### src/rtl/seg7_scan_ctrl.sv
// Four-digit BCD scan controller driving one shared seven-segment decoder and active-low anodes.
// Outputs are registered with no combinational path from inputs; loads never stall and commit at the next frame boundary.
module seg7_scan_ctrl #(
  parameter int SLOT_CYC  = 100000,
  parameter int GUARD_CYC = 1000
) (
  input  logic        iCLK,
  input  logic        iRST_N,
  input  logic [15:0] iVALUE,
  input  logic        iLOAD,
  input  logic        iBLANK_LZ,
  output logic        oBUSY,
  output logic [3:0]  oBCD,
  output logic [3:0]  oAN
);

  localparam int CW = $clog2(SLOT_CYC);
  typedef logic [CW-1:0] cnt_t;
  localparam cnt_t CNT_LAST  = cnt_t'(SLOT_CYC - 1);
  localparam cnt_t CNT_GUARD = cnt_t'(GUARD_CYC);

  cnt_t        cnt, cnt_nx;
  logic [1:0]  idx, idx_nx;
  logic [15:0] disp, disp_nx, pend;
  logic        wrap, frame_end, dig_blank;

  // Digit d is a leading zero when it and every more significant nibble are zero.
  function automatic logic lz_blank(input logic [1:0] d, input logic [15:0] v);
    logic z;
    z = 1'b1;
    for (int n = 0; n < 4; n++)
      if (n >= int'(d) && v[4*n +: 4] != 4'h0) z = 1'b0;
    return (d != 2'd0) && z;
  endfunction

  always_comb begin
    wrap      = (cnt == CNT_LAST);
    cnt_nx    = wrap ? '0 : cnt + cnt_t'(1);
    idx_nx    = wrap ? idx + 2'd1 : idx;
    frame_end = wrap && (idx == 2'd3);
    disp_nx   = disp;
    if (frame_end) begin
      if (iLOAD)      disp_nx = iVALUE;
      else if (oBUSY) disp_nx = pend;
    end
    dig_blank = iBLANK_LZ && lz_blank(idx_nx, disp_nx);
  end

  // Outputs are computed from next-state values so they move on the same edge as cnt/idx.
  always_ff @(posedge iCLK or negedge iRST_N) begin
    if (!iRST_N) begin
      cnt   <= '0;
      idx   <= 2'd0;
      disp  <= 16'h0000;
      pend  <= 16'h0000;
      oBUSY <= 1'b0;
      oBCD  <= 4'h0;
      oAN   <= 4'b1111;
    end else begin
      cnt  <= cnt_nx;
      idx  <= idx_nx;
      disp <= disp_nx;
      if (frame_end) begin
        oBUSY <= 1'b0;
      end else if (iLOAD) begin
        pend  <= iVALUE;
        oBUSY <= 1'b1;
      end
      if (wrap)
        oBCD <= disp_nx[{idx_nx, 2'b00} +: 4];
      if (cnt_nx < CNT_GUARD || dig_blank)
        oAN <= 4'b1111;
      else
        oAN <= ~(4'b0001 << idx_nx);
    end
  end

endmodule

### config.mk
export PLATFORM = sky130hd
export DESIGN_NAME = seg7_scan_ctrl
export DESIGN_NICKNAME = d
export VERILOG_FILES = /design/src/rtl/seg7_scan_ctrl.sv
export SDC_FILE = /design/constraint.sdc
export NUM_CORES = 1
export LEC_CHECK = 0
export CAP_MARGIN = 0
export CORE_MARGIN = 3
export CORE_UTILIZATION = 58
export DETAILED_ROUTE_END_ITERATION = 6
export GPL_TIMING_DRIVEN = 0
export HOLD_SLACK_MARGIN = 0.02
export PLACE_DENSITY = 0.84
export SYNTH_ARGS = -nofsm -noshare
export SYNTH_HDL_FRONTEND = slang
export SYNTH_SLANG_ARGS = --single-unit
### constraint.sdc
create_clock -name iCLK -period 2.59 [get_ports iCLK]
set_input_delay 0.518 -clock iCLK [delete_from_list [all_inputs] [get_ports iCLK]]
set_output_delay 0.518 -clock iCLK [all_outputs]
set_load 0.005 [all_outputs]
==> results.yml <==
status:
  run_status: "finished, final reports clean"
worst_setup_path:
  worst_setup_path_end_kind: "flop"
  path_class: "flop to flop"
  cp.arrival_ns: 2.75
  required_ns: 2.86
  max_stage_delay_ns: 0.39
  cp.buffers_inverters: 1
  cp_top_family: "compound AO/OA/AOI/OAI gates"
  crit_chain: "ha_2 > and4_4 > and4_4 > buf_6 > nand3_4 > a22o_1 > a2111oi_4 > o2111ai_2 > o2111ai_2"
  path_max_fanout: 10
  cp_slowest_cell: "dfrtp_1"
  startpoint_type: "flop"
logic_synthesis:
  synthAdderAreaFrac: 0.00769
  ys_seq_elements: 60
  netlist_area_mm2: 0.00325
  yosys.area_share.simple: 0.195
  synth_top_family_by_area: "simple AND/OR/NAND/NOR gates"
  synth_flop_cell: "dfrtp_1"
  synth.area.mux_share: 0.0750
  synth_compound_area_frac: 0.170
  ys_types: 63
  yosysWarnings: 0
  ys_seq_area_frac: 0.463
  synth-edff-count: 0
  syn_nets: 336
  async_reset_ff_frac: 1.00
  syn_inst: 314
  avgSynthCellArea_um2: 10.4
  synthXorXnorAreaFrac: 0.0431
layout:
  layout_common_cells: "dfrtp_1 (56), nor2_1 (34), clkdlybuf4s50_1 (27), mux2_2 (17), nand2_1 (16)"
  finalNetCount: 378
  area_growth_pct: 19.5
  final_common_cell: "dfrtp_1"
  diodes: 0
  drive_above_1_share: 0.235
  fin_area_mm2: 0.00389
global_route:
  track_usage: 0.249
  grt_pass1_vias: 2522
  antenna_found_initial: 0
  grt_overflow: 0
  grt_max_degree: 42
  grt_pass1_wl_um: 12200
placement:
  gp_congestion: 0.866
  dp_hpwl_um: 5320
  portBuffers: 28
  place_area_mm2: 0.00364
route:
  routed_wire_length_per_instance_um: 17.3
  drc: 0
  viasPerCell: 6.18
  antenna_left: 0
  routed_wl_um: 7470
  dr_total_vias: 2663
  first_iter_violations: 196
  firstDrtPassIters: 5
power_and_ir_drop:
  leakage_uw: 0.00158
  irDropWorstVdd_uv: 359
  p_per_area_mw_per_mm2: 478
floorplan:
  start_util: 0.617
  die_area_mm2: 0.00654
  rows: 26
  core_mm2: 0.00527
  pin_count: 29
  die_w_um: 80.9
  die_h_um: 80.9
timing:
  fin_hold_ws_ns: 0.120
  min_period_over_period: 0.960
  rsz0062_at_grt: "false"
  finalSetupViolations: 0
  relSlewSlack: 0.648
  slew_viol_final: 0
  hold_viol: 0
  final.setup.tns_ns: 0
  max_freq_ghz: 0.402
  skew_ns: 0.0124
  worst-slew-pin-transition_ns: 0.523
  period_minus_slack_ns: 2.49
clocking:
  cts_tree: "done"
  path_clk_slew_ns: 0.07
  root_buffer: "clkbuf_8"
  htreeDepth: 3
  clock_latency_ns: 0.35
  postCtsHoldBufs: 0
  clkSinkCount: 60
  numCtsBuffers: 9
  cts.path.max_buffers: 2
min_path:
  hold_class: "input pin to async pin"
flow_run:
  cap_violations: 0
-- cells by family (layout without fill, tap and decap cells) --
| family | count (synthesis) | after routing |
|---|---|---|
| multiplexers | 21 | 21 |
| buffers and inverters | 30 | 77 |
| adder cells (fa/ha/maj) | 2 | 2 |
| XOR/XNOR | 16 | 16 |
| flip-flops | 60 | 60 |
| AO/OA/AOI/OAI | 74 | 74 |
| AND/OR/NAND/NOR | 111 | 111 |
-- metal layers --
layer  global-route usage  up-vias  routed length (um)
met5                    0        -                   0
met4                0.115        0                 170
met3               0.0488       17                 438
met2                0.392      108                3580
met1                0.332     1293                3280
li1                     -     1245                   -
-- registers in the layout, indices dropped and copies added, names as in the netlist --
| register | count |
|---|---|
| cnt | 17 |
| disp | 16 |
| idx | 2 |
| oAN | 4 |
| oBCD | 4 |
| oBUSY | 1 |
| pend | 16 |
-- layout make-up --
cell class / instances / area, um2
Inverter: 16 / 63.8
Fill cell: 385 / 1380
Tap cell: 70 / 87.6
Buffer: 14 / 95.1
Sequential cell: 60 / 1510
Multi-Input combinational cell: 224 / 1660
Clock inverter: 5 / 27.5
Clock buffer: 11 / 141
Timing Repair Buffer: 31 / 310
-- path summary, 6_finish.rpt --
check	depth (start not counted)	end	slack, ns	from
max	9	oAN[1]$_DFF_PN1_	0.10	cnt[0]$_DFF_PN0_
min	1	cnt[11]$_DFF_PN0_	0.12	iRST_N
max reg2reg	9	oAN[1]$_DFF_PN1_	0.10	cnt[0]$_DFF_PN0_
min reg2reg	1	cnt[0]$_DFF_PN0_	0.49	cnt[0]$_DFF_PN0_
max in group asynchronous	2	pend[2]$_DFFE_PN0P_	1.89	iRST_N
min in group iCLK	1	cnt[0]$_DFF_PN0_	0.49	cnt[0]$_DFF_PN0_
-- stage by stage --
step / setup WS [ns] / instances / utilization / total power, uW
after detailed placement: -0.517 / 413 / 0.690 / 1130
after global placement: -0.851 / 412 / 0.687 / 1120
after CTS: 0.00987 / 429 / 0.727 / 1870
after global routing: 0.000141 / 431 / 0.738 / 1920
after floorplan: 0.300 / 314 / - / 1060
final: 0.103 / 431 / 0.738 / 1860
-- Yosys cell counts (3+ instances only) --
cell | n | area, um2
a211oi_1 | 3 | 22.5
a21oi_1 | 11 | 55.1
a41oi_1 | 5 | 43.8
and2_1 | 4 | 25.0
buf_2 | 4 | 20.0
buf_6 | 3 | 33.8
clkbuf_1 | 5 | 18.8
dfrtp_1 | 56 | 1400
dfstp_2 | 4 | 105
inv_1 | 14 | 52.6
mux2_2 | 17 | 191
mux2i_1 | 3 | 30.0
nand2_1 | 16 | 60.1
nand2b_1 | 6 | 37.5
nand3_1 | 11 | 55.1
nand3_2 | 3 | 30.0
nand4_1 | 4 | 25.0
nor2_1 | 35 | 131
nor3_1 | 5 | 25.0
nor4_1 | 5 | 31.3
o21a_1 | 6 | 45.0
o21ai_0 | 8 | 40.0
o22ai_1 | 16 | 100
or2_2 | 4 | 25.0
xnor2_1 | 10 | 87.6
xor2_1 | 6 | 52.6
-- repair_timing --
item                                   in CTS  in global routing
setup buffers                               0                  2
setup endpoints to repair                   5                  7
pin swaps                                   0                  3
resized for setup                           7                 16
endpoints found under the hold margin       0                  0
-- power breakdown --
part           switching (uW)  internal (uW)
clock network             372            366
registers                17.0            966
logic                    66.8           71.5
total                     456           1400
(Power assumes the default switching activity.)
